`config.mk`:
```
export PLATFORM = sky130hd
export DESIGN_NAME = hazard_ctrl
export DESIGN_NICKNAME = d
export VERILOG_FILES = /design/src/rtl/hazard_pkg.sv /design/src/rtl/hazard_ctrl_perf_counter.sv /design/src/rtl/hazard_ctrl.sv
export SDC_FILE = /design/constraint.sdc
export NUM_CORES = 1
export LEC_CHECK = 0
export CAP_MARGIN = 15
export CORE_MARGIN = 8
export CORE_UTILIZATION = 42
export CTS_CLUSTER_DIAMETER = 30
export DETAILED_ROUTE_END_ITERATION = 8
export MAX_ROUTING_LAYER = met4
export PLACE_DENSITY = 0.77
export SLEW_MARGIN = 30
export SYNTH_ARGS = -nofsm -noshare
export SYNTH_HDL_FRONTEND = slang
export SYNTH_SLANG_ARGS = --single-unit
```
`constraint.sdc`:
```
create_clock -name clk_i -period 2.2 [get_ports clk_i]
set_input_delay 0.44 -clock clk_i [delete_from_list [all_inputs] [get_ports clk_i]]
set_output_delay 0.44 -clock clk_i [all_outputs]
set_load 0.02 [all_outputs]
```
`src/rtl/hazard_pkg.sv`:
```
// Shared types and constants for the pipeline hazard controller.
package hazard_pkg;

    localparam int REG_ADDR_W = 5;
    localparam logic [REG_ADDR_W-1:0] REG_X0 = '0;

    typedef enum logic {
        RUN      = 1'b0,
        MDU_WAIT = 1'b1
    } hz_state_e;

    typedef struct packed {
        logic pc_lock;
        logic if_id_lock;
        logic if_id_flush;
        logic id_ex_lock;
        logic id_ex_flush;
        logic ex_mem_lock;
        logic ex_mem_flush;
        logic mdu_done;
    } hz_ctrl_t;

    // x0 is hardwired zero, so a load targeting it never creates a dependency.
    function automatic logic load_use_hit(
        input logic                  ex_mem_read,
        input logic [REG_ADDR_W-1:0] ex_rd,
        input logic                  uses_rs1,
        input logic [REG_ADDR_W-1:0] rs1,
        input logic                  uses_rs2,
        input logic [REG_ADDR_W-1:0] rs2
    );
        return ex_mem_read && (ex_rd != REG_X0) &&
               ((uses_rs1 && (rs1 == ex_rd)) || (uses_rs2 && (rs2 == ex_rd)));
    endfunction

endpackage

```
`src/rtl/hazard_ctrl_perf_counter.sv`:
```
// Free-running event counter with enable; wraps modulo 2^CNT_W.
module perf_counter #(
    parameter int CNT_W = 32
) (
    input  logic             clk_i,
    input  logic             rst_i,
    input  logic             en_i,
    output logic [CNT_W-1:0] cnt_o
);

    logic [CNT_W-1:0] cnt_q, cnt_d;

    always_comb begin
        cnt_d = cnt_q;
        if (en_i) cnt_d = cnt_q + CNT_W'(1);
    end

    always_ff @(posedge clk_i or posedge rst_i) begin
        if (rst_i) cnt_q <= '0;
        else       cnt_q <= cnt_d;
    end

    assign cnt_o = cnt_q;

endmodule

```
`src/rtl/hazard_ctrl.sv`:
```
// Pipeline hazard controller: resolves dmem wait, redirect, MDU occupancy and
// load-use by fixed priority and counts stalled cycles.
module hazard_ctrl
    import hazard_pkg::*;
#(
    parameter int MDU_LAT = 4,
    parameter int CNT_W   = 32
) (
    input  logic                  clk_i,
    input  logic                  rst_i,
    input  logic [REG_ADDR_W-1:0] id_rs1_i,
    input  logic [REG_ADDR_W-1:0] id_rs2_i,
    input  logic                  id_uses_rs1_i,
    input  logic                  id_uses_rs2_i,
    input  logic [REG_ADDR_W-1:0] ex_rd_i,
    input  logic                  ex_mem_read_i,
    input  logic                  ex_redirect_i,
    input  logic                  ex_mdu_start_i,
    input  logic                  dmem_wait_i,
    output logic                  pc_lock_o,
    output logic                  if_id_lock_o,
    output logic                  if_id_flush_o,
    output logic                  id_ex_lock_o,
    output logic                  id_ex_flush_o,
    output logic                  ex_mem_lock_o,
    output logic                  ex_mem_flush_o,
    output logic                  mdu_done_o,
    output logic [CNT_W-1:0]      stall_cnt_o
);

    localparam int CNT_BITS = $clog2(MDU_LAT);
    // Start cycle plus the final done cycle are not counted by cnt.
    localparam logic [CNT_BITS-1:0] CNT_LOAD = CNT_BITS'(MDU_LAT - 2);

    hz_state_e           state_q, state_d;
    logic [CNT_BITS-1:0] cnt_q, cnt_d;
    hz_ctrl_t            ctrl_raw, ctrl;
    logic                load_use;

    assign load_use = load_use_hit(ex_mem_read_i, ex_rd_i, id_uses_rs1_i, id_rs1_i,
                                   id_uses_rs2_i, id_rs2_i);

    always_comb begin
        ctrl_raw = '0;
        state_d  = state_q;
        cnt_d    = cnt_q;
        if (dmem_wait_i) begin
            ctrl_raw.pc_lock     = 1'b1;
            ctrl_raw.if_id_lock  = 1'b1;
            ctrl_raw.id_ex_lock  = 1'b1;
            ctrl_raw.ex_mem_lock = 1'b1;
        end else if (state_q == RUN) begin
            if (ex_redirect_i) begin
                ctrl_raw.if_id_flush = 1'b1;
                ctrl_raw.id_ex_flush = 1'b1;
            end else if (ex_mdu_start_i) begin
                ctrl_raw.pc_lock      = 1'b1;
                ctrl_raw.if_id_lock   = 1'b1;
                ctrl_raw.id_ex_lock   = 1'b1;
                ctrl_raw.ex_mem_flush = 1'b1;
                cnt_d                 = CNT_LOAD;
                state_d               = MDU_WAIT;
            end else if (load_use) begin
                ctrl_raw.pc_lock     = 1'b1;
                ctrl_raw.if_id_lock  = 1'b1;
                ctrl_raw.id_ex_flush = 1'b1;
            end
        end else if (cnt_q != '0) begin
            ctrl_raw.pc_lock      = 1'b1;
            ctrl_raw.if_id_lock   = 1'b1;
            ctrl_raw.id_ex_lock   = 1'b1;
            ctrl_raw.ex_mem_flush = 1'b1;
            cnt_d                 = cnt_q - CNT_BITS'(1);
        end else begin
            // Final MDU cycle: the op leaves EX, start is still high for it.
            ctrl_raw.mdu_done = 1'b1;
            state_d           = RUN;
        end
    end

    always_ff @(posedge clk_i or posedge rst_i) begin
        if (rst_i) begin
            state_q <= RUN;
            cnt_q   <= '0;
        end else begin
            state_q <= state_d;
            cnt_q   <= cnt_d;
        end
    end

    assign ctrl = rst_i ? hz_ctrl_t'('0) : ctrl_raw;

    assign pc_lock_o      = ctrl.pc_lock;
    assign if_id_lock_o   = ctrl.if_id_lock;
    assign if_id_flush_o  = ctrl.if_id_flush;
    assign id_ex_lock_o   = ctrl.id_ex_lock;
    assign id_ex_flush_o  = ctrl.id_ex_flush;
    assign ex_mem_lock_o  = ctrl.ex_mem_lock;
    assign ex_mem_flush_o = ctrl.ex_mem_flush;
    assign mdu_done_o     = ctrl.mdu_done;

    perf_counter #(.CNT_W(CNT_W)) u_stall_cnt (
        .clk_i (clk_i),
        .rst_i (rst_i),
        .en_i  (ctrl.pc_lock),
        .cnt_o (stall_cnt_o)
    );

endmodule

```
==> impl_metrics.py, run 1 <==
metrics = {
    "setup_path": {
        "slowest_stage": "dlygate4sd2_1",
        "arrival_ns": 1.70,
        "crit_fanout": 3,
        "crit_buf_inv": 3,
        "max_stage_delay_ns": 0.29,
        "crit_family": "buffers and inverters",
        "crit_chain": "dlygate4sd2_1 -> xnor2_1 -> nand4_1 -> o22ai_4 -> a41oi_4 -> inv_2 -> buf_6",
        "crit_type": "input port to primary output",
        "crit_required_ns": 1.76,
        "start_kind": "input port",
        "crit_path_end_kind": "primary output",
    },
    "logic_synthesis": {
        "synth_cells": 192,
        "syn_nets": 217,
        "synth_sequential_area_ratio": 0.450,
        "yosysUniqueCellTypes": 38,
        "syn_area_per_cell_um2": 10.1,
        "synth_area_um2": 1950,
        "synth-seq-cells": 35,
        "yosys_warnings": 0,
        "synth.most_common_cell": "dfrtp_1",
        "synth_top_cell_by_area": "dfrtp_1",
        "yosysTopAreaCellShare": 0.450,
        "netlist_top_cells_area": "dfrtp_1, xor2_1, xnor2_1",
        "synthTopCellsByCount": "dfrtp_1, xor2_1, nor2_1",
        "synth_ff_type": "dfrtp_1",
        "synth_edf_count": 0,
        "async_reset_ff_frac": 1.00,
    },
    "sta": {
        "finalCritPeriodShare": 0.973,
        "hold_viol_final": 0,
        "timing.fmax_mhz": 467,
        "max-slew-margin-rel": 0.704,
        "tightest_slew_ns": 0.444,
        "setup_slack_ns": 0.0597,
        "fin_tns_setup_ns": 0,
        "fin_crit_ns": 2.14,
        "skew_ns": 0.00782,
        "rsz0062_at_grt": "no",
        "holdWs_ns": 0.466,
        "maxSlewViolCount": 0,
        "setup_viol": 0,
    },
    "cells_and_area": {
        "synthToLayoutAreaGrowth_pct": 54.4,
        "stdcell_area_um2": 3010,
        "instances_no_fill": 339,
        "final_util": 0.681,
        "regArea_um2": 876,
        "multi_input_area_um2": 1080,
        "antenna_cells": 0,
        "nNetsFinal": 311,
        "final.fill_count": 357,
        "drive_gt1_frac": 0.261,
    },
    "routing": {
        "dr.pass1.iters": 4,
        "drc": 0,
        "num_vias": 1718,
        "viasPerCell": 5.07,
        "drt_iter0_drc": 58,
        "routed_wl_um": 5140,
        "wire_per_inst_um": 15.2,
        "final_antenna_net_count": 0,
    },
    "power": {
        "pwr-share-seq": 0.361,
        "p_per_area_nw_per_um2": 801,
        "cellLeakagePower_nw": 1.41,
        "combPwrFrac": 0.393,
        "p_clk_frac": 0.246,
        "p_sw_frac": 0.348,
        "max-vdd-ir-drop_mv": 0.695,
        "power_mw": 2.41,
        "power.internal_mw": 1.57,
        "power_switching_mw": 0.837,
    },
    "floorplan": {
        "boundaryPins": 63,
        "dieArea_um2": 7070,
        "start_util": 0.441,
        "die_w_um": 84.1,
        "coreArea_um2": 4410,
        "std_cell_rows": 24,
        "die_y_um": 84.1,
    },
    "status": {
        "status": "finished, final reports clean",
    },
    "clocking": {
        "clk_path_buf_depth": 2,
        "clkLatencyLatePin_ns": 0.29,
        "cts_hold_buffers": 0,
        "htreeDepth": 2,
        "clkSlewWorstSetupHoldPaths_ns": 0.08,
        "cts.sinks": 35,
        "clockRootBuffer": "clkbuf_8",
        "cts_made_buffers": 5,
        "cts_tree": "yes",
    },
    "hold_path": {
        "worstHoldPathType": "flop to flop",
    },
    "global_routing": {
        "grt_first_pass_wirelength_um": 8670,
        "overflow": 0,
        "track_usage": 0.150,
        "antenna_found_initial": 0,
        "grt_max_degree": 36,
        "grt_pass1_vias": 1862,
    },
    "place": {
        "gp_congestion": 0.815,
        "placedInstanceArea_um2": 2830,
        "port_buffers": 62,
        "place_ws_ns": -0.789,
        "place_inst": 329,
        "hpwl_um": 3880,
    },
    "flow_run": {
        "max-cap-violations": 0,
    },
}
-- what timing repair did --
item | CTS | global route
pin swaps | 18 | 10
gates resized for setup | 57 | 14
setup endpoints to repair | 32 | 13
setup buffers | 2 | 0
-- cells in the final DEF, fill, tap and decap left out, types with 3 or more instances in the layout --
master	n
nand4_1	7
clkbuf_8	5
nor2_2	3
xnor2_1	15
nor3b_2	4
nor3_1	7
nor2_1	17
xor2_1	26
nand3_1	6
a21oi_1	4
buf_4	30
and3_1	5
dfrtp_1	35
buf_6	4
inv_1	7
nand2_1	13
dlygate4sd2_1	14
clkdlybuf4s50_1	36
nor4_2	3
-- sequential cells by signal, summed over array words and instances (netlist names) --
register           cells
cnt_q                  2
u_stall_cnt.cnt_o     32
state_q                1
-- power by group through the flow --
| stage | Combinational, mW | Clock [mW] | Sequential [mW] |
|---|---|---|---|
| final | 0.947 | 0.591 | 0.869 |
| after global routing | 1.03 | 0.627 | 0.892 |
| after CTS | 0.943 | 0.601 | 0.867 |
| after detailed placement | 0.909 | 0 | 0.876 |
| after global placement | 0.888 | 0 | 0.874 |
| after floorplan | 0.377 | 0 | 0.956 |
-- kinds of logic after synthesis --
family | after synthesis | share of synthesized area
XOR/XNOR | 41 | 0.184
flip-flops | 35 | 0.450
AND/OR/NAND/NOR | 84 | 0.249
buffers and inverters | 16 | 0.0373
AO/OA/AOI/OAI | 13 | 0.0611
multiplexers | 1 | 0.00578
adder cells (fa/ha/maj) | 2 | 0.0129
-- layout make-up --
class                      count  share of cell area
timing repair buffer          93               0.276
tap                           52              0.0216
clock inverter                 3              0.0146
clock buffer                   5              0.0229
inverter                      10              0.0137
multi-input combinational    141               0.359
sequential                    35               0.291
-- per-layer routing --
| metal | vias to the layer above | global-route usage | part of all wire |
|---|---|---|---|
| li1 | 842 | - | - |
| met1 | 832 | 0.168 | 0.44 |
| met2 | 37 | 0.253 | 0.50 |
| met3 | 7 | 0.0430 | 0.048 |
| met4 | 0 | 0.0361 | 0.0099 |
| met5 | - | - | 0 |
-- final timing paths --
path	from	endpoint	slack, ns	cells after the start
max	ex_rd_i[3]	if_id_lock_o	0.06	7
min reg2reg	u_stall_cnt.cnt_o[31]	u_stall_cnt.cnt_o[31]	0.47	1
min	u_stall_cnt.cnt_o[31]	u_stall_cnt.cnt_o[31]	0.47	1
min in group asynchronous	rst_i	u_stall_cnt.cnt_o[31]	0.77	4
max in group asynchronous	rst_i	u_stall_cnt.cnt_o[17]	1.12	4
max reg2reg	u_stall_cnt.cnt_o[11]	u_stall_cnt.cnt_o[29]	0.28	7
(Power assumes the default switching activity.)
==> inputs of run 2 (changes only) <==
- CORE_MARGIN: 8 -> unset
==> run 2 against run 1 <==
Against the previous run:
- clock skew barely moved
- setup slack improved by 0.0014 ns
- fmax barely moved
- clock-buffer cell count rose by 3
- critical endpoint unchanged
- via count rose by 0.58%
- global-route usage rose by 4.0 points
- sequential power barely moved
- critical path depth fell by 1
- sequential share of layout area fell by 0.073 points
- non-clock buffer count rose by 2
- final cell count rose by 0.59%
- first-iteration DRC count fell by 10%
- highest routed layer is now met3
==> impl_metrics.py, run 2 (synthesis gave the netlist of run 1 again) <==
metrics = {
    "setup_path": {
        "crit_end": "if_id_lock_o",
        "r2r-start": "u_stall_cnt.cnt_o[11]",
        "crit_path_end_kind": "primary output",
        "crit_fanout": 3,
        "rr_endpoint": "u_stall_cnt.cnt_o[31]",
        "critical_path.startpoint": "ex_rd_i[1]",
        "start_kind": "input port",
        "crit_required_ns": 1.76,
        "arrival_ns": 1.70,
        "crit_type": "input port to primary output",
        "reg2reg_depth": 7,
        "r2r_slack_ns": 0.27,
    },
    "global_routing": {
        "grt_use_met1": 0.235,
        "antenna_found_initial": 0,
        "grt_max_degree": 36,
        "grt_pass1_vias": 1634,
        "overflow": 0,
        "grt.busiest_layer": "met2",
        "track_usage": 0.189,
        "globalRouteMet2Util": 0.327,
        "met3_usage": 0.0375,
        "grt_first_pass_wirelength_um": 7340,
    },
    "flow_run": {
        "max-cap-violations": 0,
    },
    "floorplan": {
        "dieArea_um2": 4910,
        "start_util": 0.441,
        "std_cell_rows": 24,
        "die_w_um": 70.1,
        "coreArea_um2": 4410,
        "die_y_um": 70.1,
        "boundaryPins": 63,
    },
    "status": {
        "status": "finished, final reports clean",
    },
    "clocking": {
        "clockRootBuffer": "clkbuf_8",
        "cts_made_buffers": 5,
        "cts.sinks": 35,
        "htreeDepth": 2,
        "clkLatencyLatePin_ns": 0.28,
        "cts_tree": "yes",
        "clk_path_buf_depth": 2,
        "clkSlewWorstSetupHoldPaths_ns": 0.07,
        "cts_hold_buffers": 0,
    },
    "place": {
        "hpwl_um": 3390,
        "gp_congestion": 0.822,
        "port_buffers": 62,
        "place_ws_ns": -0.699,
        "placedInstanceArea_um2": 2840,
    },
    "sta": {
        "max-slew-margin-rel": 0.706,
        "hold_viol_final": 0,
        "tightest_slew_ns": 0.442,
        "fin_crit_ns": 2.14,
        "setup_viol": 0,
        "finalCritPeriodShare": 0.972,
        "setup_slack_ns": 0.0611,
        "timing.fmax_mhz": 468,
        "maxSlewViolCount": 0,
        "skew_ns": 0.00753,
    },
    "routing": {
        "drc": 0,
        "num_vias": 1728,
        "routed_wl_um": 4570,
        "dr.pass1.iters": 4,
        "wire_per_inst_um": 13.4,
        "final_antenna_net_count": 0,
        "viasPerCell": 5.07,
        "drt_iter0_drc": 52,
    },
    "cells_and_area": {
        "layout_common_cells": "clkdlybuf4s50_1, dfrtp_1, buf_4",
        "largest_register_ff_count": 32,
        "antenna_cells": 0,
        "final_common_cell": "clkdlybuf4s50_1",
        "nNetsFinal": 313,
        "final_util": 0.683,
        "synthToLayoutAreaGrowth_pct": 54.8,
        "final.fill_count": 349,
        "stdcell_area_um2": 3010,
        "drive_gt1_frac": 0.242,
    },
    "hold_path": {
        "worstHoldPathType": "flop to flop",
    },
    "power": {
        "max-vdd-ir-drop_mv": 0.634,
        "p_per_area_nw_per_um2": 773,
        "cellLeakagePower_nw": 1.48,
    },
}
-- run 2: cell count changes in the layout (fill, tap and decap cells not counted), moves of 2 or more --
cell	before	now
clkbuf_2	2	0
clkbuf_8	5	7
nor4_2	3	1
dlymetal6s2s_1	2	9
buf_4	30	33
dlygate4sd2_1	14	9
-- run 2: critical path, stage by stage --
cell     delay (ns)
buf_2          0.10
or3_1          0.37
o311a_1        0.36
a41oi_2        0.21
inv_2          0.08
buf_6          0.14
-- run 2: metal layers --
metal  vias up  wire (um)
li1        852          -
met1       841       2080
met3         0        160
met5         -          0
met4         0          0
met2        35       2320
-- run 2: area by class of cell --
class / count / area [um2] / share of cell area
timing repair buffer: 95 / 870 / 0.289
multi-input combinational: 141 / 1060 / 0.352
tap: 52 / 65.1 / 0.0216
inverter: 10 / 41.3 / 0.0137
sequential: 35 / 876 / 0.291
clock buffer: 8 / 100 / 0.0332
-- run 2: worst min-delay path by stage --
stage / from / endpoint / slack (ns) / cells after the start
finish: u_stall_cnt.cnt_o[8] / u_stall_cnt.cnt_o[8] / 0.49 / 1
global route: u_stall_cnt.cnt_o[31] / u_stall_cnt.cnt_o[31] / 0.50 / 1
CTS: u_stall_cnt.cnt_o[31] / u_stall_cnt.cnt_o[31] / 0.50 / 1
detailed placement: u_stall_cnt.cnt_o[17] / u_stall_cnt.cnt_o[17] / 0.49 / 1
global placement: u_stall_cnt.cnt_o[31] / u_stall_cnt.cnt_o[31] / 0.46 / 1
floorplan: rst_i / cnt_q[0] / 0.39 / 1
-- run 2: timing repair --
action | 4_1_cts | 5_1_grt
pin swaps | 9 | 11
buffers inserted | 0 | 2
endpoints found under the setup margin | 20 | 12
gates resized for setup | 45 | 17
-- run 2: per-stage QoR --
stage	TNS [ns]	hold WS, ns	cells	power, mW
floorplan	-0.0472	0.395	192	1.33
global placement	-12.00	0.456	331	1.76
detailed placement	-13.23	0.485	331	1.78
CTS	-0.000577	0.497	339	2.29
global route	-0.00100	0.504	341	2.47
finish	0	0.491	341	2.33
-- run 2: report_power, final --
part | total [mW] | switching [mW] | internal [mW]
Clock | 0.503 | 0.217 | 0.286
Sequential | 0.870 | 0.119 | 0.751
Combinational | 0.955 | 0.461 | 0.494
Total | 2.33 | 0.797 | 1.53
==> inputs of run 3 (changes only) <==
- CORE_UTILIZATION: 42 -> 45
- PLACE_DENSITY: 0.77 -> 0.78
- clock period: 2.2 -> 2.4 ns (I/O delays scaled with it)
==> run 3 against run 2 <==
Against the previous run:
- via count fell by 3.0%
- cell area down 4.2%
- sequential power decreased by 8.2%
- critical path depth stayed put
- flip-flop and latch count unchanged
- clock power up 6.4%
- wire length shrank 1.4%
- clock-buffer cell count shrank 3
- combinational power fell by 21%
- worst hold slack lost 0.0032 ns
- critical path type unchanged
- largest power group is now sequential cells
- highest routed layer is now met4
==> impl_metrics.py, run 3 (synthesis gave the netlist of run 1 again) <==
metrics = {
    "cells_and_area": {
        "synthToLayoutAreaGrowth_pct": 48.3,
        "final_common_cell": "clkdlybuf4s50_1",
        "drive_gt1_frac": 0.185,
        "instances_no_fill": 326,
        "largest_register_ff_count": 32,
        "nNetsFinal": 300,
        "antenna_cells": 0,
        "layout_common_cells": "clkdlybuf4s50_1, dfrtp_1, xor2_1",
        "stdcell_area_um2": 2890,
    },
    "floorplan": {
        "boundaryPins": 63,
        "start_util": 0.476,
        "die_w_um": 67.8,
        "die_y_um": 67.8,
        "dieArea_um2": 4590,
        "std_cell_rows": 23,
        "coreArea_um2": 4090,
    },
    "sta": {
        "hold_viol_final": 0,
        "tightest_slew_ns": 0.476,
        "max-slew-margin-rel": 0.682,
        "maxSlewViolCount": 0,
        "holdWs_ns": 0.488,
        "fin_crit_ns": 2.38,
        "finalCritPeriodShare": 0.992,
        "timing.fmax_mhz": 420,
        "rsz0062_at_grt": "yes",
        "skew_ns": 0.0108,
        "setup_slack_ns": 0.0203,
        "setup_viol": 0,
    },
    "setup_path": {
        "start_kind": "input port",
        "crit_fanout": 3,
        "r2r_slack_ns": 0.42,
        "crit_path_end_kind": "primary output",
        "crit_required_ns": 1.92,
        "arrival_ns": 1.90,
        "crit_type": "input port to primary output",
    },
    "routing": {
        "num_vias": 1677,
        "viasPerCell": 5.14,
        "routed_wl_um": 4500,
        "drc": 0,
        "wire_per_inst_um": 13.8,
        "dr.pass1.iters": 4,
        "final_antenna_net_count": 0,
        "drt_iter0_drc": 104,
    },
    "place": {
        "hpwl_um": 3340,
        "gp_congestion": 0.789,
        "place_inst": 318,
        "place_ws_ns": -0.598,
        "port_buffers": 62,
        "placedInstanceArea_um2": 2750,
    },
    "status": {
        "status": "finished, final reports clean",
    },
    "clocking": {
        "clkLatencyLatePin_ns": 0.29,
        "clockRootBuffer": "clkbuf_8",
        "clk_path_buf_depth": 2,
        "post-cts-setup-buffers": 0,
        "cts_hold_buffers": 0,
        "clkSlewWorstSetupHoldPaths_ns": 0.07,
        "cts_made_buffers": 5,
        "cts_tree": "yes",
        "cts.sinks": 35,
        "htreeDepth": 2,
    },
    "power": {
        "p_per_area_nw_per_um2": 724,
        "max-vdd-ir-drop_mv": 0.668,
        "power_mw": 2.09,
        "cellLeakagePower_nw": 1.37,
    },
    "global_routing": {
        "track_usage": 0.225,
        "grt_first_pass_wirelength_um": 7500,
        "grt_pass1_vias": 1658,
        "antenna_found_initial": 0,
        "grt_max_degree": 36,
        "overflow": 0,
    },
    "hold_path": {
        "worstHoldPathType": "flop to flop",
    },
    "flow_run": {
        "max-cap-violations": 0,
    },
}
-- run 3: cell types whose count changed in the layout (fill, tap and decap cells not counted), moves of 2 or more --
cell,before,now
clkdlybuf4s50_1,36,49
buf_4,33,22
dlymetal6s2s_1,9,3
dlygate4sd2_1,9,5
buf_2,3,0
inv_1,6,9
inv_2,3,0
buf_6,3,1
clkbuf_8,7,5
-- run 3: metrics by stage --
step                       util  TNS, ns
after detailed placement  0.674    -7.31
after CTS                 0.698  -0.0264
final                     0.707        0
after global placement    0.674    -6.11
after global routing      0.707  -0.0405
after floorplan               -        0
-- run 3: worst max-delay path: stages --
cell	delay [ns]
dlygate4sd2_1	0.24
or3_4	0.37
o311a_4	0.33
a41oi_2	0.22
inv_1	0.09
buf_4	0.16
-- run 3: area by class of cell --
| cell class | count | area, um2 |
|---|---|---|
| clock buffers | 5 | 68.8 |
| flip-flops and latches | 35 | 876 |
| fillers | 341 | 1200 |
| well taps | 50 | 62.6 |
| repair buffers | 82 | 763 |
| clock inverters | 3 | 43.8 |
| multi-input cells | 141 | 1030 |
| inverters | 10 | 41.3 |
-- run 3: where the power goes --
group / leakage, nW / switching, mW / internal (mW)
sequential: 0.450 / 0.111 / 0.688
clock: 0.0581 / 0.226 / 0.309
combinational: 0.858 / 0.379 / 0.378
total: 1.37 / 0.716 / 1.37
-- run 3: path summary, 6_finish.rpt --
check | start | end | cells after the start
setup / recovery | ex_rd_i[1] | pc_lock_o | 6
hold / removal | u_stall_cnt.cnt_o[30] | u_stall_cnt.cnt_o[30] | 1
setup reg to reg | cnt_q[0] | u_stall_cnt.cnt_o[1] | 8
hold reg to reg | u_stall_cnt.cnt_o[30] | u_stall_cnt.cnt_o[30] | 1
max in group asynchronous | rst_i | u_stall_cnt.cnt_o[3] | 4
min in group asynchronous | rst_i | u_stall_cnt.cnt_o[16] | 4
-- run 3: metal layers --
| metal | vias up | routed length, um | track usage |
|---|---|---|---|
| met3 | 3 | 172 | 0.0507 |
| met1 | 809 | 2160 | 0.294 |
| met2 | 42 | 2160 | 0.360 |
| met5 | - | 0 | - |
| li1 | 823 | - | - |
| met4 | 0 | 12 | 0.0391 |
-- run 3: what timing repair did --
action                                  CTS  global route
pin swaps                                 4             7
gates resized for setup                  22            11
endpoints found under the setup margin    6             9
==> edit 1: new RTL, settings of run 3 <==
Put a register stage on the output `stall_cnt_o`, cleared by the reset. The value now appears one clock later. The other outputs are not delayed to match.
--- a/src/rtl/hazard_ctrl.sv
+++ b/src/rtl/hazard_ctrl.sv
@@ -33,2 +33,4 @@
     localparam logic [CNT_BITS-1:0] CNT_LOAD = CNT_BITS'(MDU_LAT - 2);
+
+    logic [CNT_W-1:0] stall_cnt_d;
 
@@ -105,4 +107,12 @@
         .en_i  (ctrl.pc_lock),
-        .cnt_o (stall_cnt_o)
+        .cnt_o (stall_cnt_d)
     );
+
+    always_ff @(posedge clk_i or posedge rst_i) begin
+        if (rst_i) begin
+            stall_cnt_o <= '0;
+        end else begin
+            stall_cnt_o <= stall_cnt_d;
+        end
+    end
 
Formal check against the unedited RTL: not equivalent (a bounded check fails within 4 cycles, from zero or initial values and one cycle with rst_i high).
==> edit 1 against run 3 <==
Wire length up 21%. Area after synthesis is 39% higher. Final area rose by 32%. Highest routed layer unchanged. Total power increased by 58%. Critical endpoint is now if_id_flush_o. Largest power group unchanged. Utilization decreased by 2.9 points. Clock power grew 79%. Worst setup slack better by 50 ps. Non-clock buffer count grew 5. Combinational power increased by 19%. Sequential cell count is 32 higher.
==> edit 1: results (changes against run 3) <==
Detailed routing
  • Total wire length: 5430 µm (+21%)
  • Drt wl/cell: 13.9 µm (+0.81%)
  • Vias after detailed routing: 1963 (+17%)

Synth
  • Synth Net Count: 245 (+13%)
  • Post-Synthesis Cells: 220 (+15%)
  • Synth top area cells: dfrtp_1 (62%), xor2_1 (8.7%), xnor2_1 (4.5%), nor2_1 (2.5%), nand3_1 (2.2%)
  • Commonest cells in the netlist: dfrtp_1 (67), xor2_1 (27), nor2_1 (18), nand2_1 (14), xnor2_1 (14)

GRT
  • Vias in the first global route: 1949 (+18%)
  • Overall Global Routing Usage: 0.206 (-0.0189)
  • Largest net degree at the start of global routing: 68 (+89%)
  • First-pass GRT wire length: 9390 µm (+25%)

Placement
  • Dpl ws: -669 ps (-70.8 ps)
  • HPWL after DPL: 3720 µm (+11%)
  • Gpl congestion: 0.834 (+5.7%)
  • Placed instance count: 374 (+18%)

STA
  • Final hold slack: 396 ps (-92.0 ps)
  • Clk_skew: 8.81 ps (-2.04 ps)

Critical path
  • RR Startpoint: u_stall_cnt.cnt_o[11]
  • Reg2reg end: u_stall_cnt.cnt_o[27]

Status
  • Status: complete, no violations

Hold path
  • Hold Path End: stall_cnt_o[31]

Clock tree
  • TritonCTS buffer count: 9 (+4)
  • Worst-Skew Late Latency: 340 ps (+50 ps)

Layout
  • # nets final: 338 (+13%)
  • Layout cells sized above 1: 0.230 (+0.0448)

Power and ir drop
  • Peak VDD IR: 0.481 mV (-28%)
  • Static Leak: 1.81 nW (+32%)
[edit 1: changes by cell type in the layout (fill, tap and decap cells not counted), sizes merged, moves of 7 or more]
cell	run 3	this run
nand3	6	13
clkdlybuf4s50	49	38
dlygate4sd2	5	16
dfrtp	35	67
clkbuf	6	16
[edit 1: report_power, final]
group	switching (mW)	internal (mW)
clock	0.420	0.535
sequential	0.141	1.31
combinational	0.464	0.435
total	1.02	2.28
[edit 1: through the flow]
step,instance area (µm²),util
finish,3820,0.678
global route,3820,0.678
CTS,3810,0.676
detailed placement,3590,0.637
global placement,3590,0.637
floorplan,2740,-
[edit 1: worst max-delay path by stage]
stage	start	end	slack (ps)	cells past startpoint
after floorplan	rst_i	pc_lock_o	-650	6
after global placement	ex_rd_i[1]	pc_lock_o	-670	7
after detailed placement	ex_rd_i[1]	if_id_lock_o	-670	7
after CTS	cnt_q[0]	if_id_lock_o	-90	9
after global routing	cnt_q[0]	pc_lock_o	-2	8
final	rst_i	if_id_flush_o	70	4
[edit 1: critical path, cell delays in order]
cell and delay (ps):
clkdlybuf4s50_1 520, buf_4 210, nor4b_1 260, dlygate4sd2_1 380
[edit 1: final cells by class]
class / count / area [µm²] / area share
flip-flops and latches: 67 / 1680 / 0.438
well taps: 72 / 90.1 / 0.0236
repair buffers: 87 / 772 / 0.202
clock inverters: 4 / 48.8 / 0.0128
clock buffers: 12 / 155 / 0.0406
inverters: 8 / 37.5 / 0.00982
multi-input cells: 140 / 1040 / 0.273
[edit 1: layer usage]
layer | vias up | share of wire | global-route usage
met4 | 0 | 0.022 | 0.0964
met3 | 11 | 0.038 | 0.0651
met1 | 971 | 0.46 | 0.268
met5 | - | 0 | -
li1 | 942 | - | -
met2 | 39 | 0.48 | 0.294
[edit 1: repair_timing]
| action | 4_1_cts | 5_1_grt |
|---|---|---|
| buffers inserted | 1 | 0 |
| setup endpoints to repair | 7 | 6 |
| pin swaps | 19 | 6 |
| cloned | 0 | 0 |
| gates resized for setup | 48 | 13 |
[edit 1: cell families after synthesis]
kind of cell    count (synthesis)  synth area share
fa+ha+maj                       2           0.00924
xor+xnor                       41             0.133
simple gates                   85             0.183
buf+inv                        13            0.0226
mux                             1           0.00416
flops                          67             0.619
compound gates                 11            0.0296
==> edit 2: new RTL, config.mk and constraints of run 3 <==
Made on the original files. Change the parameter `MDU_LAT` from 4 to 2.
--- a/src/rtl/hazard_ctrl.sv
+++ b/src/rtl/hazard_ctrl.sv
@@ -5,3 +5,3 @@
 #(
-    parameter int MDU_LAT = 4,
+    parameter int MDU_LAT = 2,
     parameter int CNT_W   = 32
Check against the original RTL: not equivalent (Yosys sat finds a counterexample within 4 cycles, from zero or initial values and one cycle with rst_i high).
==> edit 2 against run 3 <==
Final area down 6.4%. Critical endpoint is now if_id_lock_o. Synthesized cell count decreased by 11%. Hold slack got worse by 25 ps. Register-to-register slack worse by 40 ps. Wire length down 8.6%. Final cell count down 9.2%. Area after synthesis down 6.4%. Sequential share of layout area increased by 0.23 points. Largest cell class unchanged. Sequential cell count shrank 2. Worst setup slack better by 17 ps. Clock power shrank 14%. Total power down 20%.
==> edit 2: results (changes against run 3) <==
Status
  • Status: complete, no violations

Placement
  • HPWL after DPL: 2980 µm (-11%)
  • Gpl congestion: 0.898 (+14%)

Synth
  • Adder-cell share of the synthesized area: 0.00687 (-0.00599)
  • Commonest cells in the netlist: xor2_1 (36), dfrtp_1 (33), nand2_1 (14), nor2_1 (13), nor3_1 (9)
  • Post-synth cell types: 33 (-13%)
  • Synth Area in XOR/XNOR: 0.197 (+0.0127)
  • Synth Net Count: 194 (-11%)
  • Synth top area cells: dfrtp_1 (45%), xor2_1 (17%), nor4b_2 (4.9%), nor4_2 (4.8%), nand2_1 (2.9%)
  • Post-synthesis mux area share: 0.00618 (+0.000397)

Detailed routing
  • Met3 wire len: 159 µm (-7.6%)
  • Wire length on met1: 1800 µm (-17%)
  • Met2 WL: 2120 µm (-1.8%)
  • Total wire length: 4110 µm (-8.6%)
  • Post-DR vias/cell: 5.20 (+1.0%)

Critical path
  • Worst Setup EP: if_id_lock_o
  • RR Startpoint: state_q
  • Crit path launch: ex_rd_i[2]
  • Critical path's top delay family: simple AND/OR/NAND/NOR gates
  • Reg2reg end: u_stall_cnt.cnt_o[21]
  • Slowest-stage cell, CP: or4_4
  • FF-to-FF path depth: 5 (-3)
  • R2R Setup Slk: 380 ps (-40 ps)

GRT
  • GR Layer Usage met2: 0.351 (-0.00938)
  • First-pass GRT wire length: 7040 µm (-6.2%)
  • Vias in the first global route: 1581 (-4.6%)
  • Overall Global Routing Usage: 0.220 (-0.00487)
  • Largest net degree at the start of global routing: 34 (-5.6%)

STA
  • Least-Margin Pin Slew: 426 ps (-50.8 ps)
  • Final hold slack: 463 ps (-25.2 ps)
  • Clk_skew: 5.90 ps (-4.94 ps)

Layout
  • # nets final: 271 (-9.7%)
  • Layout cells sized above 1: 0.246 (+0.0612)
  • Filler instances: 280 (-18%)

Power and ir drop
  • Peak VDD IR: 0.530 mV (-21%)
  • Static Leak: 1.26 nW (-8.0%)

Hold path
  • Hold wc startpoint: u_stall_cnt.cnt_o[31]

Clock tree
  • PostCTS Resize Cnt: 44 (+100%)
[edit 2: cell types whose count changed after synthesis, sizes merged, moves of 6 or more]
cell / change
inv: -7
nor4: +6
nor2: -7
xnor2: -10
nor4b: +6
xor2: +10
[edit 2: layout make-up]
cell class	instances	share of cell area
flip-flops and latches	33	0.306
repair buffers	77	0.259
multi-input cells	127	0.371
clock inverters	1	0.00185
inverters	3	0.00417
well taps	48	0.0222
clock buffers	7	0.0356
[edit 2: through the flow]
| step | instances | total power [mW] | instance area, µm² | worst slack (ps) |
|---|---|---|---|---|
| after CTS | 295 | 1.68 | 2630 | -104 |
| after floorplan | 170 | 0.974 | 1820 | 55.0 |
| after global routing | 296 | 1.77 | 2700 | -82.4 |
| after detailed placement | 286 | 1.23 | 2550 | -746 |
| final | 296 | 1.68 | 2700 | 37.5 |
| after global placement | 286 | 1.22 | 2550 | -693 |
[edit 2: report_power, final]
part	internal (mW)	switching [mW]
Sequential	0.634	0.0873
Clock	0.259	0.199
Combinational	0.253	0.250
Total	1.15	0.536
